==> src/rtl/vec_pkg.sv <==
// Shared definitions for the vector load/store units: FSM state encoding,
// write-strobe patterns, opcode/mop constants and small helpers.
package vec_pkg;

   typedef enum logic [1:0] {
      IDLE = 2'd0,
      REQ  = 2'd1,
      WAIT = 2'd2,
      DONE = 2'd3
   } lsu_state_e;

   localparam logic [3:0] WSTRB_WORD  = 4'b1111;
   localparam logic [3:0] WSTRB_NONE  = 4'b0000;

   localparam logic [6:0] OPC_VLOAD   = 7'b0000111;
   localparam logic [6:0] OPC_VSTORE  = 7'b0100111;

   localparam logic [2:0] MOP_STRIDED = 3'b010;

   // True when the two low byte-address bits select a 32-bit word boundary.
   function automatic logic isWordAligned(input logic [1:0] lowBits);
      return (lowBits == 2'b00);
   endfunction

endpackage

==> src/rtl/vec_lsu_addr_gen.sv <==
// Element counter plus byte-address accumulator for vector memory units.
// i_load captures base/stride/vl and restarts at element 0; i_step moves to
// the next element. o_last flags the final element of the command.
module vec_lsu_addr_gen #(
   parameter int VL_W = 6
) (
   input  logic            clk,
   input  logic            reset,
   input  logic            i_load,
   input  logic [31:0]     i_base,
   input  logic [31:0]     i_stride,
   input  logic [VL_W-1:0] i_vl,
   input  logic            i_step,
   output logic [31:0]     o_addr,
   output logic [VL_W-1:0] o_idx,
   output logic            o_last
);

   logic [31:0]     r_addr;
   logic [31:0]     r_stride;
   logic [VL_W-1:0] r_idx;
   logic [VL_W-1:0] r_vl;

   // Load restarts the walk; each step advances address (mod 2^32) and index.
   always_ff @(posedge clk) begin
      if (reset) begin
         r_addr   <= '0;
         r_stride <= '0;
         r_idx    <= '0;
         r_vl     <= '0;
      end else if (i_load) begin
         r_addr   <= i_base;
         r_stride <= i_stride;
         r_idx    <= '0;
         r_vl     <= i_vl;
      end else if (i_step) begin
         r_addr   <= r_addr + r_stride;
         r_idx    <= r_idx + VL_W'(1);
      end
   end

   assign o_addr = r_addr;
   assign o_idx  = r_idx;
   assign o_last = (r_idx == (r_vl - VL_W'(1)));

endmodule

==> src/rtl/vec_strided_lsu.sv <==
// Strided vector load/store initiator (vlse.v / vsse.v, SEW=32, LMUL=1).
// Accepts one command, then issues one word access per element on the
// valid/ready memory port, returning load data or pulling store data.
// Optional build macro VEC_LSU_PERF_EN adds saturating perf counters
// perf_accesses and perf_stall.
module vec_strided_lsu
   import vec_pkg::*;
#(
   parameter int VLMAX = 32,
   parameter int VL_W  = 6
) (
   input  logic            clk,
   input  logic            reset,
   input  logic            cmd_valid,
   output logic            cmd_ready,
   input  logic            cmd_store,
   input  logic [31:0]     cmd_base,
   input  logic [31:0]     cmd_stride,
   input  logic [VL_W-1:0] cmd_vl,
   input  logic            st_valid,
   output logic            st_ready,
   input  logic [31:0]     st_data,
   output logic            ld_valid,
   output logic [VL_W-1:0] ld_idx,
   output logic [31:0]     ld_data,
   output logic            done,
   output logic            err,
   output logic            mem_valid,
   input  logic            mem_ready,
   output logic [31:0]     mem_addr,
   output logic [31:0]     mem_wdata,
   output logic [3:0]      mem_wstrb,
   input  logic [31:0]     mem_rdata
`ifdef VEC_LSU_PERF_EN
   ,
   output logic [31:0]     perf_accesses,
   output logic [31:0]     perf_stall
`endif
);

   lsu_state_e      r_state;
   lsu_state_e      w_nextState;

   logic            r_store;
   logic            r_err;
   logic [31:0]     r_wdata;
   logic            r_ldValid;
   logic [VL_W-1:0] r_ldIdx;
   logic [31:0]     r_ldData;

   logic            w_accept;
   logic            w_misaligned;
   logic [VL_W-1:0] w_vlClamped;
   logic            w_handshake;
   logic            w_stTake;
   logic [31:0]     w_addr;
   logic [VL_W-1:0] w_idx;
   logic            w_last;

   assign w_accept     = (r_state == IDLE) && cmd_valid;
   assign w_misaligned = !isWordAligned(cmd_base[1:0]) || !isWordAligned(cmd_stride[1:0]);
   assign w_vlClamped  = (cmd_vl > VL_W'(VLMAX)) ? VL_W'(VLMAX) : cmd_vl;
   assign w_handshake  = (r_state == WAIT) && mem_ready;
   assign w_stTake     = (r_state == REQ) && r_store && st_valid;

   vec_lsu_addr_gen #(
      .VL_W     (VL_W)
   ) u_addrGen (
      .clk      (clk),
      .reset    (reset),
      .i_load   (w_accept),
      .i_base   (cmd_base),
      .i_stride (cmd_stride),
      .i_vl     (w_vlClamped),
      .i_step   (w_handshake),
      .o_addr   (w_addr),
      .o_idx    (w_idx),
      .o_last   (w_last)
   );

   // State register; reset always lands in IDLE with nothing in flight.
   always_ff @(posedge clk) begin
      if (reset) begin
         r_state <= IDLE;
      end else begin
         r_state <= w_nextState;
      end
   end

   // Next-state and handshake outputs; memory valid is only ever high in WAIT
   // so every element gets a bubble cycle after its handshake.
   always_comb begin
      w_nextState = r_state;
      cmd_ready   = 1'b0;
      st_ready    = 1'b0;
      mem_valid   = 1'b0;
      mem_wstrb   = WSTRB_NONE;
      done        = 1'b0;
      err         = 1'b0;
      case (r_state)
         IDLE: begin
            cmd_ready = !reset;
            if (cmd_valid) begin
               if (w_misaligned || (cmd_vl == '0)) begin
                  w_nextState = DONE;
               end else begin
                  w_nextState = REQ;
               end
            end
         end
         REQ: begin
            st_ready = r_store;
            if (!r_store || st_valid) begin
               w_nextState = WAIT;
            end
         end
         WAIT: begin
            mem_valid = 1'b1;
            mem_wstrb = r_store ? WSTRB_WORD : WSTRB_NONE;
            if (mem_ready) begin
               w_nextState = w_last ? DONE : REQ;
            end
         end
         DONE: begin
            done        = 1'b1;
            err         = r_err;
            w_nextState = IDLE;
         end
         default: begin
            w_nextState = IDLE;
         end
      endcase
   end

   // Command attributes kept for the whole operation.
   always_ff @(posedge clk) begin
      if (reset) begin
         r_store <= 1'b0;
         r_err   <= 1'b0;
      end else if (w_accept) begin
         r_store <= cmd_store;
         r_err   <= w_misaligned;
      end
   end

   // Store data is captured once per element so it stays stable through WAIT.
   always_ff @(posedge clk) begin
      if (reset) begin
         r_wdata <= '0;
      end else if (w_stTake) begin
         r_wdata <= st_data;
      end
   end

   // Load return: one-cycle pulse after each load handshake with its index.
   always_ff @(posedge clk) begin
      if (reset) begin
         r_ldValid <= 1'b0;
         r_ldIdx   <= '0;
         r_ldData  <= '0;
      end else begin
         r_ldValid <= w_handshake && !r_store;
         if (w_handshake && !r_store) begin
            r_ldIdx  <= w_idx;
            r_ldData <= mem_rdata;
         end
      end
   end

   assign mem_addr  = w_addr;
   assign mem_wdata = r_wdata;
   assign ld_valid  = r_ldValid;
   assign ld_idx    = r_ldIdx;
   assign ld_data   = r_ldData;

`ifdef VEC_LSU_PERF_EN
   logic [31:0] r_perfAccesses;
   logic [31:0] r_perfStall;
   logic        w_stallCycle;

   assign w_stallCycle = ((r_state == WAIT) && !mem_ready) ||
                         ((r_state == REQ) && r_store && !st_valid);

   // Saturating counters for handshakes and for cycles spent waiting.
   always_ff @(posedge clk) begin
      if (reset) begin
         r_perfAccesses <= '0;
         r_perfStall    <= '0;
      end else begin
         if (w_handshake && (r_perfAccesses != 32'hFFFF_FFFF)) begin
            r_perfAccesses <= r_perfAccesses + 32'd1;
         end
         if (w_stallCycle && (r_perfStall != 32'hFFFF_FFFF)) begin
            r_perfStall <= r_perfStall + 32'd1;
         end
      end
   end

   assign perf_accesses = r_perfAccesses;
   assign perf_stall    = r_perfStall;
`endif

endmodule

==> config.mk <==
export PLATFORM = sky130hd
export DESIGN_NAME = vec_strided_lsu
export DESIGN_NICKNAME = d
export VERILOG_FILES = /design/src/rtl/vec_pkg.sv /design/src/rtl/vec_lsu_addr_gen.sv /design/src/rtl/vec_strided_lsu.sv
export SDC_FILE = /design/constraint.sdc
export NUM_CORES = 1
export LEC_CHECK = 0
export ABC_AREA = 1
export BUFFER_PORTS_ARGS = -buffer_cell sky130_fd_sc_hd__buf_2
export CORE_ASPECT_RATIO = 0.7
export CORE_UTILIZATION = 50
export CTS_CLUSTER_DIAMETER = 150
export DETAILED_ROUTE_END_ITERATION = 12
export GPL_TIMING_DRIVEN = 0
export PLACE_DENSITY = 0.78
export SLEW_MARGIN = 20
export SYNTH_ARGS = -nofsm -noshare
export SYNTH_HDL_FRONTEND = slang
export SYNTH_SLANG_ARGS = --single-unit
==> constraint.sdc <==
create_clock -name clk -period 2.5 [get_ports clk]
set_input_delay 0.5 -clock clk [delete_from_list [all_inputs] [get_ports clk]]
set_output_delay 0.5 -clock clk [all_outputs]
set_load 0.03 [all_outputs]
==> results.sh <==
export IMPL_status="complete, no violations"
export IMPL_port_buffer_count=249
export IMPL_crit_top_cell="buf_2"
export IMPL_drv_cap=0
export IMPL_syn_inst=1269
export IMPL_critPathBufInv=3
export IMPL_synth_top_cell_by_area="dfxtp_1"
export IMPL_crit_chain="inv_2, nor3_4, buf_2, buf_2"
export IMPL_cp_slowest_cell="dfxtp_1"
export IMPL_die_area_um2=17200
export IMPL_synth_warnings=0
export IMPL_setup_viol=0
export IMPL_synth_seq_cells=151
export IMPL_clock_sinks=151
export IMPL_grt_max_degree=18
export IMPL_top_usage_layer="met2"
export IMPL_finClkSkew_ps=8.53
export IMPL_power_leakage_uw=0.00561
export IMPL_ctsHoldBuffers=0
export IMPL_yosys_top_cells_area="dfxtp_1 36%, nand2_1 14%, nor2_1 8.3%"
export IMPL_regToRegSetupSlack_ps=190
export IMPL_r2r_end="u_addrGen.o_addr[24]"
export IMPL_area_growth_pct=25.4
export IMPL_power_density_nw_per_um2=699
export IMPL_drc=0
export IMPL_post_cts_resized=0
export IMPL_antenna_found_initial=1
export IMPL_num_rows=39
export IMPL_final_cell_area_um2=10500
export IMPL_clk_path_buf_depth=2
export IMPL_netlist_area_leader_share_pct=36.2
export IMPL_hold_viol=0
export IMPL_firstDrtPassIters=5
export IMPL_vdd_drop_max_v=0.000361
export IMPL_crit_family="buffers and inverters"
export IMPL_path_max_fanout=10
export IMPL_antenna_left=0
export IMPL_viasPerCell=5.16
export IMPL_max_stage_delay_ps=440
export IMPL_crit_path_start_kind="register"
export IMPL_pin_count=252
export IMPL_hold_path_depth=3
export IMPL_layout_drive_gt1_share_pct=22.6
export IMPL_use_met2_pct=51.1
export IMPL_grt_met1_usage_pct=44.5
export IMPL_gp_congestion=0.986
export IMPL_worst_pin_slew_ps=646
export IMPL_dr_total_vias=9172
export IMPL_hold_end="ld_data[27]"
export IMPL_die_w_um=156
export IMPL_cp_end_kind="output pin"
export IMPL_worstPathArrival_ps=1840
export IMPL_start_util_pct=51.2
export IMPL_rr_startpoint="u_addrGen.o_addr[0]"
export IMPL_hpwlAfterDp_mm=21.4
export IMPL_path_clk_slew_ps=70
export IMPL_fin_nets=1711
export IMPL_utilization_pct=64.2
export IMPL_synth_area_per_cell_um2=6.58
export IMPL_synth_cell_types=41
export IMPL_synth_fp_nets=1443
export IMPL_h_tree_depth=4
export IMPL_rsz0062_at_grt="false"
export IMPL_worstPathRequired_ps=2000
export IMPL_fin_setup_tns_ps=0
export IMPL_placedCellCount=1743
export IMPL_path_class="register to output pin"
export IMPL_min_from="mem_rdata[27]"
export IMPL_yosysSeqAreaShare_pct=36.2
export IMPL_coreArea_um2=16300
export IMPL_grt_overflow=0
export IMPL_cts_setup_buffers=0
export IMPL_cts_buffers=17
export IMPL_drtIter0Drc=730
export IMPL_placed_cell_area_um2=9870
export IMPL_grt_util_all_layers_pct=32.8
export IMPL_post_route_period_util_pct=93.4
export IMPL_relSlewSlack_pct=56.9
export IMPL_slew_viol_final=0
export IMPL_crit_path_start="r_store"
export IMPL_grt_pass1_wl_mm=42.9
export IMPL_hp_class="input port to register"
export IMPL_period_minus_slack_ps=2340
export IMPL_max_clock_freq_ghz=0.428
export IMPL_p_total_uw=7320
export IMPL_gr_usage_met3_pct=9.30
export IMPL_wl_per_cell_um=15.4
export IMPL_clk_insertion_delay_late_ps=440
export IMPL_cts_tree="done"
export IMPL_synth_area_um2=8350
export IMPL_crit_cells=4
export IMPL_fin_cells=1776
export IMPL_grt_pass1_vias=8370
export IMPL_cts_root_buffer="clkbuf_16"
export IMPL_r2r_cells=14
export IMPL_die_y_um=110
export IMPL_finalWirelength_mm=27.4
## per-stage QoR
step | setup WS (ps) | hold WS, ps
after global routing | 59.0 | 272
final | 164 | 276
after floorplan | 506 | 439
after global placement | 254 | 445
after CTS | 157 | 272
after detailed placement | 216 | 454
## power breakdown
part | switching (uW) | total, uW | internal [uW]
combinational | 1320 | 1960 | 647
sequential | 154 | 2760 | 2610
clock | 1230 | 2590 | 1360
## Yosys cell counts, drive strengths merged
library cell and instances:
a21o 2, ha 33, fa 1, nor3b 1, o211ai 2, a21oi 84
nand4 5, o21a 1, clkbuf 25, nand2 322, inv 173, xor2 15
xnor2 2, nor4 3, and2 1, nor2 189, o221ai 6, nor3 9
o21bai 3, o21ai 107, o2111ai 2, or2 7, nand3 84, buf 29
and3 2, dfxtp 151, a31oi 10
## how the worst max path moves through the flow
| stage | end | slack (ps) |
|---|---|---|
| detailed placement | u_addrGen.o_addr[24] | 220 |
| CTS | st_ready | 160 |
| floorplan | u_addrGen.o_addr[24] | 510 |
| finish | st_ready | 160 |
| global placement | u_addrGen.o_addr[24] | 250 |
| global route | st_ready | 60 |
## worst register-to-register path: cells and delay by family (launching register included)
kind	cells	cell delay, ps
simple gates	11	1060
fa+ha+maj	2	730
flops	1	330
compound gates	1	50
## state kept, by name, indices dropped and copies added (netlist names), 2 cells and up
register,cells
ld_data,32
mem_wdata,32
u_addrGen.o_addr,32
u_addrGen.r_stride,32
ld_idx,6
u_addrGen.o_idx,6
u_addrGen.r_vl,6
r_state,2
## cell type report
| cell class | instances | area (um2) |
|---|---|---|
| antenna | 1 | 2.50 |
| buffer | 54 | 299 |
| clock buffer | 18 | 439 |
| clock inverter | 14 | 149 |
| fill | 1553 | 5830 |
| inverter | 173 | 662 |
| multi-input combinational | 891 | 4360 |
| sequential | 151 | 3020 |
| tap | 225 | 282 |
| timing repair buffer | 249 | 1250 |
## routing by layer
layer	wire length [um]	vias up	part of all wire, %
li1	-	4564	-
met4	350	0	1.3
met2	11900	393	43
met1	12500	4183	46
met3	2710	32	9.9
met5	0	-	0
## placed cells by master, fill, tap and decap left out, drive strengths merged, types with 3 or more instances in the layout
cell type  synthesis  routed
o21bai             3       3
nand3             84      84
o21ai            107     107
nor4               3       3
clkinv             0       3
clkbuf            25      43
nand2            322     322
nor2             189     189
or2                7       7
dfxtp            151     151
buf               29     278
o221ai             6       6
inv              173     183
a21oi             84      84
a31oi             10      10
nand4              5       5
ha                33      33
nor3               9       9
xor2              15      15
## kinds of logic after synthesis
logic type	synth area share, %
compound gates	14.2
xor+xnor	1.78
flops	36.2
simple gates	31.1
fa+ha+maj	5.19
buf+inv	11.5
Power figures use the tool's default switching activity.
